===== config.mk =====
export PLATFORM = sky130hd
export DESIGN_NAME = udp_rx_demux
export DESIGN_NICKNAME = d
export VERILOG_FILES = /design/src/rtl/udp_rx_demux.sv
export SDC_FILE = /design/constraint.sdc
export NUM_CORES = 1
export LEC_CHECK = 0
export BUFFER_PORTS_ARGS = -buffer_cell sky130_fd_sc_hd__clkbuf_2
export CAP_MARGIN = 30
export CELL_PAD_IN_SITES_DETAIL_PLACEMENT = 0
export CELL_PAD_IN_SITES_GLOBAL_PLACEMENT = 1
export CORE_UTILIZATION = 44
export DETAILED_ROUTE_END_ITERATION = 6
export GPL_TIMING_DRIVEN = 0
export PLACE_DENSITY = 0.93
export SLEW_MARGIN = 20
export SYNTH_ARGS = -nofsm -noshare
export SYNTH_HDL_FRONTEND = slang
export SYNTH_SLANG_ARGS = --single-unit

===== constraint.sdc =====
create_clock -name clk -period 7.1 [get_ports clk]
set_input_delay 1.42 -clock clk [delete_from_list [all_inputs] [get_ports clk]]
set_output_delay 1.42 -clock clk [all_outputs]
set_load 0.005 [all_outputs]

===== src/rtl/udp_rx_demux.sv =====
// rtl/udp_rx_demux.sv - UDP receive parser steering matching payload to per-port channels
//
// Parses Ethernet/IPv4/UDP headers byte by byte, accepts frames addressed to this
// node's MAC (or broadcast) and IPv4 address with a destination port in
// PORT_BASE..PORT_BASE+NUM_PORTS-1, and forwards exactly the UDP payload bytes.
//
// Ports:
//   clk, reset           : single clock, synchronous active-high reset
//   in_data/in_valid     : frame bytes starting at destination MAC byte 0
//   in_sof/in_eof        : first / last byte of frame (qualified by in_valid)
//   payload*             : registered payload stream, one cycle after the input byte
//   payload_chan         : channel index, constant across a payload
//   frames_ok/_dropped   : saturating debug counters
module udp_rx_demux #(
    parameter logic [47:0] FPGA_MAC     = 48'h00_1A_2B_3C_4D_5E,
    parameter logic [31:0] FPGA_IP      = 32'hC0_00_02_92,
    parameter logic [15:0] PORT_BASE    = 16'd5005,
    parameter int          NUM_PORTS    = 4,
    parameter logic        ACCEPT_BCAST = 1'b1,
    localparam int         CW           = (NUM_PORTS > 1) ? $clog2(NUM_PORTS) : 1
) (
    input  logic          clk,
    input  logic          reset,
    input  logic [7:0]    in_data,
    input  logic          in_valid,
    input  logic          in_sof,
    input  logic          in_eof,
    output logic [7:0]    payload,
    output logic          payload_valid,
    output logic          payload_last,
    output logic          payload_abort,
    output logic [CW-1:0] payload_chan,
    output logic [15:0]   frames_ok,
    output logic [15:0]   frames_dropped
);

    typedef enum logic [1:0] {S_IDLE, S_HDR, S_PAYLOAD, S_DRAIN} state_t;

    state_t          r_state, w_state_n;
    logic [5:0]      r_idx, w_idx_n;
    logic [15:0]     r_rem, w_rem_n;
    logic [7:0]      r_hold, w_hold_n;
    logic [CW-1:0]   r_chan, w_chan_n;
    logic            r_mac_hit, w_mac_hit_n;
    logic            r_bc_hit, w_bc_hit_n;
    logic [7:0]      r_payload, w_payload_n;
    logic            r_payload_valid, w_payload_valid_n;
    logic            r_payload_last, w_payload_last_n;
    logic            r_payload_abort, w_payload_abort_n;
    logic [CW-1:0]   r_payload_chan, w_payload_chan_n;
    logic [15:0]     r_frames_ok, r_frames_dropped;

    logic            w_parse, w_fail, w_ok_inc;
    logic [1:0]      w_drop_inc;
    logic [7:0]      w_mac_byte, w_ip_byte;
    logic [5:0]      w_pos;
    logic [15:0]     w_field, w_off;
    logic            w_mac_prev, w_bc_prev;
    logic [16:0]     w_ok_sum, w_drop_sum;

    // An in_sof byte is always header byte 0, whatever state we were in.
    assign w_pos      = in_sof ? 6'd0 : r_idx;
    assign w_field    = {r_hold, in_data};
    assign w_off      = w_field - PORT_BASE;
    assign w_mac_prev = in_sof | r_mac_hit;
    assign w_bc_prev  = in_sof | r_bc_hit;
    // Up to two drops can land in one cycle: an abandoned frame plus a new
    // in_sof byte that itself fails or ends the frame.
    assign w_ok_sum   = {1'b0, r_frames_ok} + {16'd0, w_ok_inc};
    assign w_drop_sum = {1'b0, r_frames_dropped} + {15'd0, w_drop_inc};

    always_comb begin
        w_state_n         = r_state;
        w_idx_n           = r_idx;
        w_rem_n           = r_rem;
        w_hold_n          = r_hold;
        w_chan_n          = r_chan;
        w_mac_hit_n       = r_mac_hit;
        w_bc_hit_n        = r_bc_hit;
        w_payload_n       = r_payload;
        w_payload_valid_n = 1'b0;
        w_payload_last_n  = 1'b0;
        w_payload_abort_n = 1'b0;
        w_payload_chan_n  = r_payload_chan;
        w_ok_inc          = 1'b0;
        w_drop_inc        = 2'd0;
        w_parse           = 1'b0;
        w_fail            = 1'b0;

        case (w_pos[2:0])
            3'd0:    w_mac_byte = FPGA_MAC[47:40];
            3'd1:    w_mac_byte = FPGA_MAC[39:32];
            3'd2:    w_mac_byte = FPGA_MAC[31:24];
            3'd3:    w_mac_byte = FPGA_MAC[23:16];
            3'd4:    w_mac_byte = FPGA_MAC[15:8];
            default: w_mac_byte = FPGA_MAC[7:0];
        endcase
        case (w_pos)
            6'd30:   w_ip_byte = FPGA_IP[31:24];
            6'd31:   w_ip_byte = FPGA_IP[23:16];
            6'd32:   w_ip_byte = FPGA_IP[15:8];
            default: w_ip_byte = FPGA_IP[7:0];
        endcase

        if (in_valid) begin
            if (in_sof) begin
                if (r_state == S_PAYLOAD) begin
                    w_payload_abort_n = 1'b1;
                    w_drop_inc        = 2'd1;
                end else if (r_state == S_HDR) begin
                    w_drop_inc = 2'd1;
                end
                w_parse = 1'b1;
            end else begin
                case (r_state)
                    S_HDR: w_parse = 1'b1;
                    S_PAYLOAD: begin
                        w_payload_n       = in_data;
                        w_payload_valid_n = 1'b1;
                        if (r_rem == 16'd1) begin
                            w_payload_last_n = 1'b1;
                            w_ok_inc         = 1'b1;
                            w_state_n        = in_eof ? S_IDLE : S_DRAIN;
                        end else if (in_eof) begin
                            w_payload_abort_n = 1'b1;
                            w_drop_inc        = 2'd1;
                            w_state_n         = S_IDLE;
                        end else begin
                            w_rem_n = r_rem - 16'd1;
                        end
                    end
                    S_DRAIN: if (in_eof) w_state_n = S_IDLE;
                    default: ;
                endcase
            end

            if (w_parse) begin
                w_idx_n   = w_pos + 6'd1;
                w_state_n = S_HDR;
                case (w_pos)
                    6'd0, 6'd1, 6'd2, 6'd3, 6'd4, 6'd5: begin
                        // Unicast and broadcast are tracked separately so a mix
                        // of the two patterns across bytes is rejected.
                        w_mac_hit_n = w_mac_prev & (in_data == w_mac_byte);
                        w_bc_hit_n  = w_bc_prev & ACCEPT_BCAST & (in_data == 8'hFF);
                        w_fail      = ~(w_mac_hit_n | w_bc_hit_n);
                    end
                    6'd12: w_fail = (in_data != 8'h08);
                    6'd13: w_fail = (in_data != 8'h00);
                    6'd14: w_fail = (in_data != 8'h45);
                    6'd23: w_fail = (in_data != 8'h11);
                    6'd30, 6'd31, 6'd32, 6'd33: w_fail = (in_data != w_ip_byte);
                    6'd36, 6'd38: w_hold_n = in_data;
                    6'd37: begin
                        // 16-bit wrap makes ports below PORT_BASE fail too.
                        w_fail   = (w_off >= 16'(NUM_PORTS));
                        w_chan_n = w_off[CW-1:0];
                    end
                    6'd39: begin
                        w_fail  = (w_field < 16'd8);
                        w_rem_n = w_field - 16'd8;
                    end
                    default: ;
                endcase

                if (w_fail || in_eof) begin
                    w_drop_inc = w_drop_inc + 2'd1;
                    w_state_n  = in_eof ? S_IDLE : S_DRAIN;
                end else if (w_pos == 6'd41) begin
                    if (r_rem == 16'd0) begin
                        w_ok_inc  = 1'b1;
                        w_state_n = S_DRAIN;
                    end else begin
                        w_payload_chan_n = r_chan;
                        w_state_n        = S_PAYLOAD;
                    end
                end
            end
        end
    end

    always_ff @(posedge clk) begin
        if (reset) begin
            r_state          <= S_IDLE;
            r_idx            <= 6'd0;
            r_rem            <= 16'd0;
            r_hold           <= 8'd0;
            r_chan           <= '0;
            r_mac_hit        <= 1'b0;
            r_bc_hit         <= 1'b0;
            r_payload        <= 8'd0;
            r_payload_valid  <= 1'b0;
            r_payload_last   <= 1'b0;
            r_payload_abort  <= 1'b0;
            r_payload_chan   <= '0;
            r_frames_ok      <= 16'd0;
            r_frames_dropped <= 16'd0;
        end else begin
            r_state          <= w_state_n;
            r_idx            <= w_idx_n;
            r_rem            <= w_rem_n;
            r_hold           <= w_hold_n;
            r_chan           <= w_chan_n;
            r_mac_hit        <= w_mac_hit_n;
            r_bc_hit         <= w_bc_hit_n;
            r_payload        <= w_payload_n;
            r_payload_valid  <= w_payload_valid_n;
            r_payload_last   <= w_payload_last_n;
            r_payload_abort  <= w_payload_abort_n;
            r_payload_chan   <= w_payload_chan_n;
            r_frames_ok      <= w_ok_sum[16] ? 16'hFFFF : w_ok_sum[15:0];
            r_frames_dropped <= w_drop_sum[16] ? 16'hFFFF : w_drop_sum[15:0];
        end
    end

    assign payload        = r_payload;
    assign payload_valid  = r_payload_valid;
    assign payload_last   = r_payload_last;
    assign payload_abort  = r_payload_abort;
    assign payload_chan   = r_payload_chan;
    assign frames_ok      = r_frames_ok;
    assign frames_dropped = r_frames_dropped;

endmodule


==> metrics.md <==
| Metric | Value |
|---|---|
| Post-Synthesis Cells | `663` |
| Yosys cell types | `77` |
| Slack of the critical path | `643 ps` |
| Part of the power in the clock network | `47.0%` |
| Switching share of power | `approximately a quarter` |
| Cell Area, Synth | `5130 µm²` |
| DR vias | `5,107` |
| Mux share of post-synthesis cell area | `4.73%` |
| Min-Delay Path Class | `flop to flop` |
| Logic gate share of total power | `8.1%` |
| Placed Instance Area | `around 5600 µm²` |
| Gr ovfl total | `0` |
| Fmax | `155 MHz` |
| Worst VDD drop | `around 140 µV` |
| Top-count cell post-synth | `nor2_1` |
| Reg area | `1620 µm²` |
| Setup-failing EPs final | `0` |
| Drt via density | `~5.8` |
| Cell breakdown of the critical path | `clkbuf_2 -> nor2b_1 -> ha_1 -> clkbuf_1 -> nor2_1 -> and3b_1 -> nor2_1 -> xnor2_1 -> o311ai_2 -> o2111ai_2 -> or3_4 -> ha_1 -> nand2_1 -> o31ai_1 -> ha_1 -> inv_1 -> fa_1 -> nor2b_1 -> and3_1 -> nand3_1 -> or3_1 -> clkbuf_1 -> a21oi_1` |
| Startpoint types | `input port` |
| DR WL/cell | `16.3 µm` |
| Routability cong. | `0.914` |
| Chip width | `110 µm` |
| CTS buffer count | `9` |
| Site Rows | `39` |
| Max Cap Viol | `0` |
| First-pass GRT wire length | `23,500 µm` |
| Diodes inserted | `0` |
| Cell family with most CP delay | `simple AND/OR/NAND/NOR gates` |
| Vias in the first global route | `about 4,800` |
| DRT Pass-1 Iters | `5` |
| Post-Synthesis Net Count | `697` |
| Root Buffer Master | `clkbuf_16` |
| Worst setup path class | `input port to flop` |
| Die area | `12,100 µm²` |
| Later-pin clock latency in the skew report | `approximately 350 ps` |
| Iteration-0 DRC Markers | `281` |
| Largest net degree at the start of global routing | `16` |
| Setup_tns | `0 ps` |
| Leakage | `2.41 nW` |
| Pwr per Cell Area | `174 nW/µm²` |
| Final HPWL DP | `10,500 µm` |
| #FFs+latches synth | `81` |
| Fin crit share | `between 90% and 100%` |
| Largest cells by area after synthesis | `dfxtp_1 32%, nor2_1 6.6%, a21oi_1 5.0%` |
| Post-Route Skew | `~6.2 ps` |
| ANT nets after route | `0` |
| Drc violations | `0` |
| Initial Util | `45.2%` |
| Critical Path RT | `7370 ps` |
| Rel. slew slack | `around 50%` |
| CTS Buffer Depth | `2` |
| P_int | `approximately 760 µW` |
| CP Max Fanout | `14` |
| Final min period | `roughly 6500 ps` |
| Post-route design area | `just under 6000 µm²` |
| Cells after DPL | `862` |
| Slew Limit Fails | `0` |
| Reg power frac | `about 45%` |
| Post-Synth XOR/XNOR Area | `5.97%` |
| Largest family of logic cells by synthesized area | `simple AND/OR/NAND/NOR gates` |
| Crit path DAT | `around 6700 ps` |
| Routed wire length | `roughly 14,000 µm` |
| Net switching power | `264 µW` |
| Fill cells | `roughly 1,100` |
| Synthesized area per cell | `7.74 µm²` |
| Top Ports | `58` |
| Count of warnings emitted by yosys | `0` |
| Hold Fails Final Rpt | `0` |
| Post-CTS setup buffer count | `0` |
| Main synth FF type | `dfxtp_1` |
| CP peak stage delay | `~470 ps` |
| Synth Area in Compound Gates | `19.1%` |
| Initial antenna violation count | `0` |
| CORE AREA | `roughly 11,000 µm²` |
| Worst Tran Pin Value | `roughly 740 ps` |
| All-layer global routing usage | `roughly 25%` |
| Synth area leader | `dfxtp_1` |
| Status | `finished, final reports clean` |
| Asr flop ratio synth | `0%` |
| DP Worst Slack | `roughly 22 ps` |
| Critical-path top delay cell | `or3_1` |
| CTS tree | `done` |
| Worst-path clk slew | `around 70 ps` |
| Multi-input logic area | `3220 µm²` |
| CP dominant cell by count | `ha_1` |
| H-tree depth | `3` |
| Number of synthesized flops with an enable pin | `0` |
| Share of cells above drive strength 1 | `13.5%` |
| Post-synthesis sequential area ratio | `31.6%` |
| Sinks on Clock Net | `81` |
| Die Y-Extent | `110 µm` |
| Number of port buffers | `56` |
| Synth Area in Simple Gates | `between 20 and 30%` |
| Area Growth Syn to Fin | `14.8%` |
| Synth top cells by count | `90 x nor2_1, 81 x dfxtp_1, 53 x nand2_1` |
| Post-Layout Cell Count | `877` |
| Nets | `763` |
| Synth Area in Adders | `5.26%` |
| Crit. End Element | `flop` |
| Worst path bufs/invs | `4` |
| Post-synth top area share | `between 30% and 40%` |
| RSZ-0062 raised after global routing | `no` |
## cells in the final DEF, fill, tap and decap left out, types with 6 or more instances in the layout
cell type,instances
inv_1,23
nand3b_1,6
xor2_1,20
xnor2_1,15
clkbuf_2,58
nand4_1,11
or3_1,7
and3_1,10
nor4_1,8
nor2_1,90
clkbuf_16,9
a211oi_1,9
nand3_1,34
nand2b_1,6
a22oi_1,7
buf_2,9
nor3_1,19
dfxtp_1,81
nor2b_1,9
ha_1,20
o21ai_0,27
a21oi_1,51
clkbuf_1,29
nand2_1,53
mux2i_1,22
## worst register-to-register path, delay by kind of cell (launching register included)
family / cells / cell delay (ps)
buf+inv: 3 / 720
xor+xnor: 1 / 130
flops: 1 / 340
simple gates: 10 / 2250
compound gates: 4 / 810
fa+ha+maj: 4 / 1140
## power groups by stage
stage / combinational (mW) / sequential [mW] / clock (mW)
2_1_floorplan: 0.0546 / 0.469 / 0
3_3_place_gp: 0.0805 / 0.470 / 0
3_5_place_dp: 0.0824 / 0.470 / 0
4_1_cts: 0.0825 / 0.459 / 0.492
5_1_grt: 0.0921 / 0.460 / 0.507
6_report: 0.0834 / 0.460 / 0.483
## flip-flops by register name, summed over array words and instances (netlist names)
register and cells:
r_rem 16, payload_abort 1, r_idx 6, payload_chan 2, r_bc_hit 1, payload_valid 1
r_chan 2, payload_last 1, frames_ok 16, r_state 2, payload 8, frames_dropped 16
r_mac_hit 1, r_hold 8
## layout make-up
cell class                      count  area share (%)
Timing Repair Buffer               56            4.75
Buffer                             44            3.33
Clock buffer                       10            3.88
Tap cell                          143            3.04
Clock inverter                      6            1.25
Sequential cell                    81            27.5
Inverter                           24            1.53
Multi-Input combinational cell    513            54.7
## layer usage
layer  part of all wire (%)  wire length [µm]  GRT usage, %
met3                    5.9               850          5.23
met4                    2.2               317          9.81
met5                      0                 0             0
met2                     48              6840          41.5
met1                     44              6290          31.9
## repair_timing
item,in CTS,in global routing
hold buffers,0,0
endpoints found under the setup margin,0,10
gates resized for setup,0,4
## logic make-up after synthesis
family / Yosys count
flops: 81
mux: 24
fa+ha+maj: 21
compound gates: 149
buf+inv: 69
xor+xnor: 35
simple gates: 284
## worst paths after layout
| check | from | end | slack (ps) | depth (start not counted) |
|---|---|---|---|---|
| setup / recovery | in_sof | frames_dropped[1] | 640 | 23 |
| hold / removal | r_rem[5] | r_rem[5] | 490 | 2 |
| setup reg to reg | r_idx[0] | frames_dropped[1] | 1620 | 22 |
| hold reg to reg | r_rem[5] | r_rem[5] | 490 | 2 |
## metrics by stage
stage | total power, mW | hold WS, ps | utilization, %
3_5_place_dp | 0.552 | 486 | 49.2
5_1_grt | 1.06 | 531 | 51.8
3_3_place_gp | 0.550 | 469 | 49.2
2_1_floorplan | 0.524 | 454 | -
4_1_cts | 1.03 | 495 | 51.9
6_report | 1.03 | 487 | 51.8
Power figures use the tool's default switching activity.
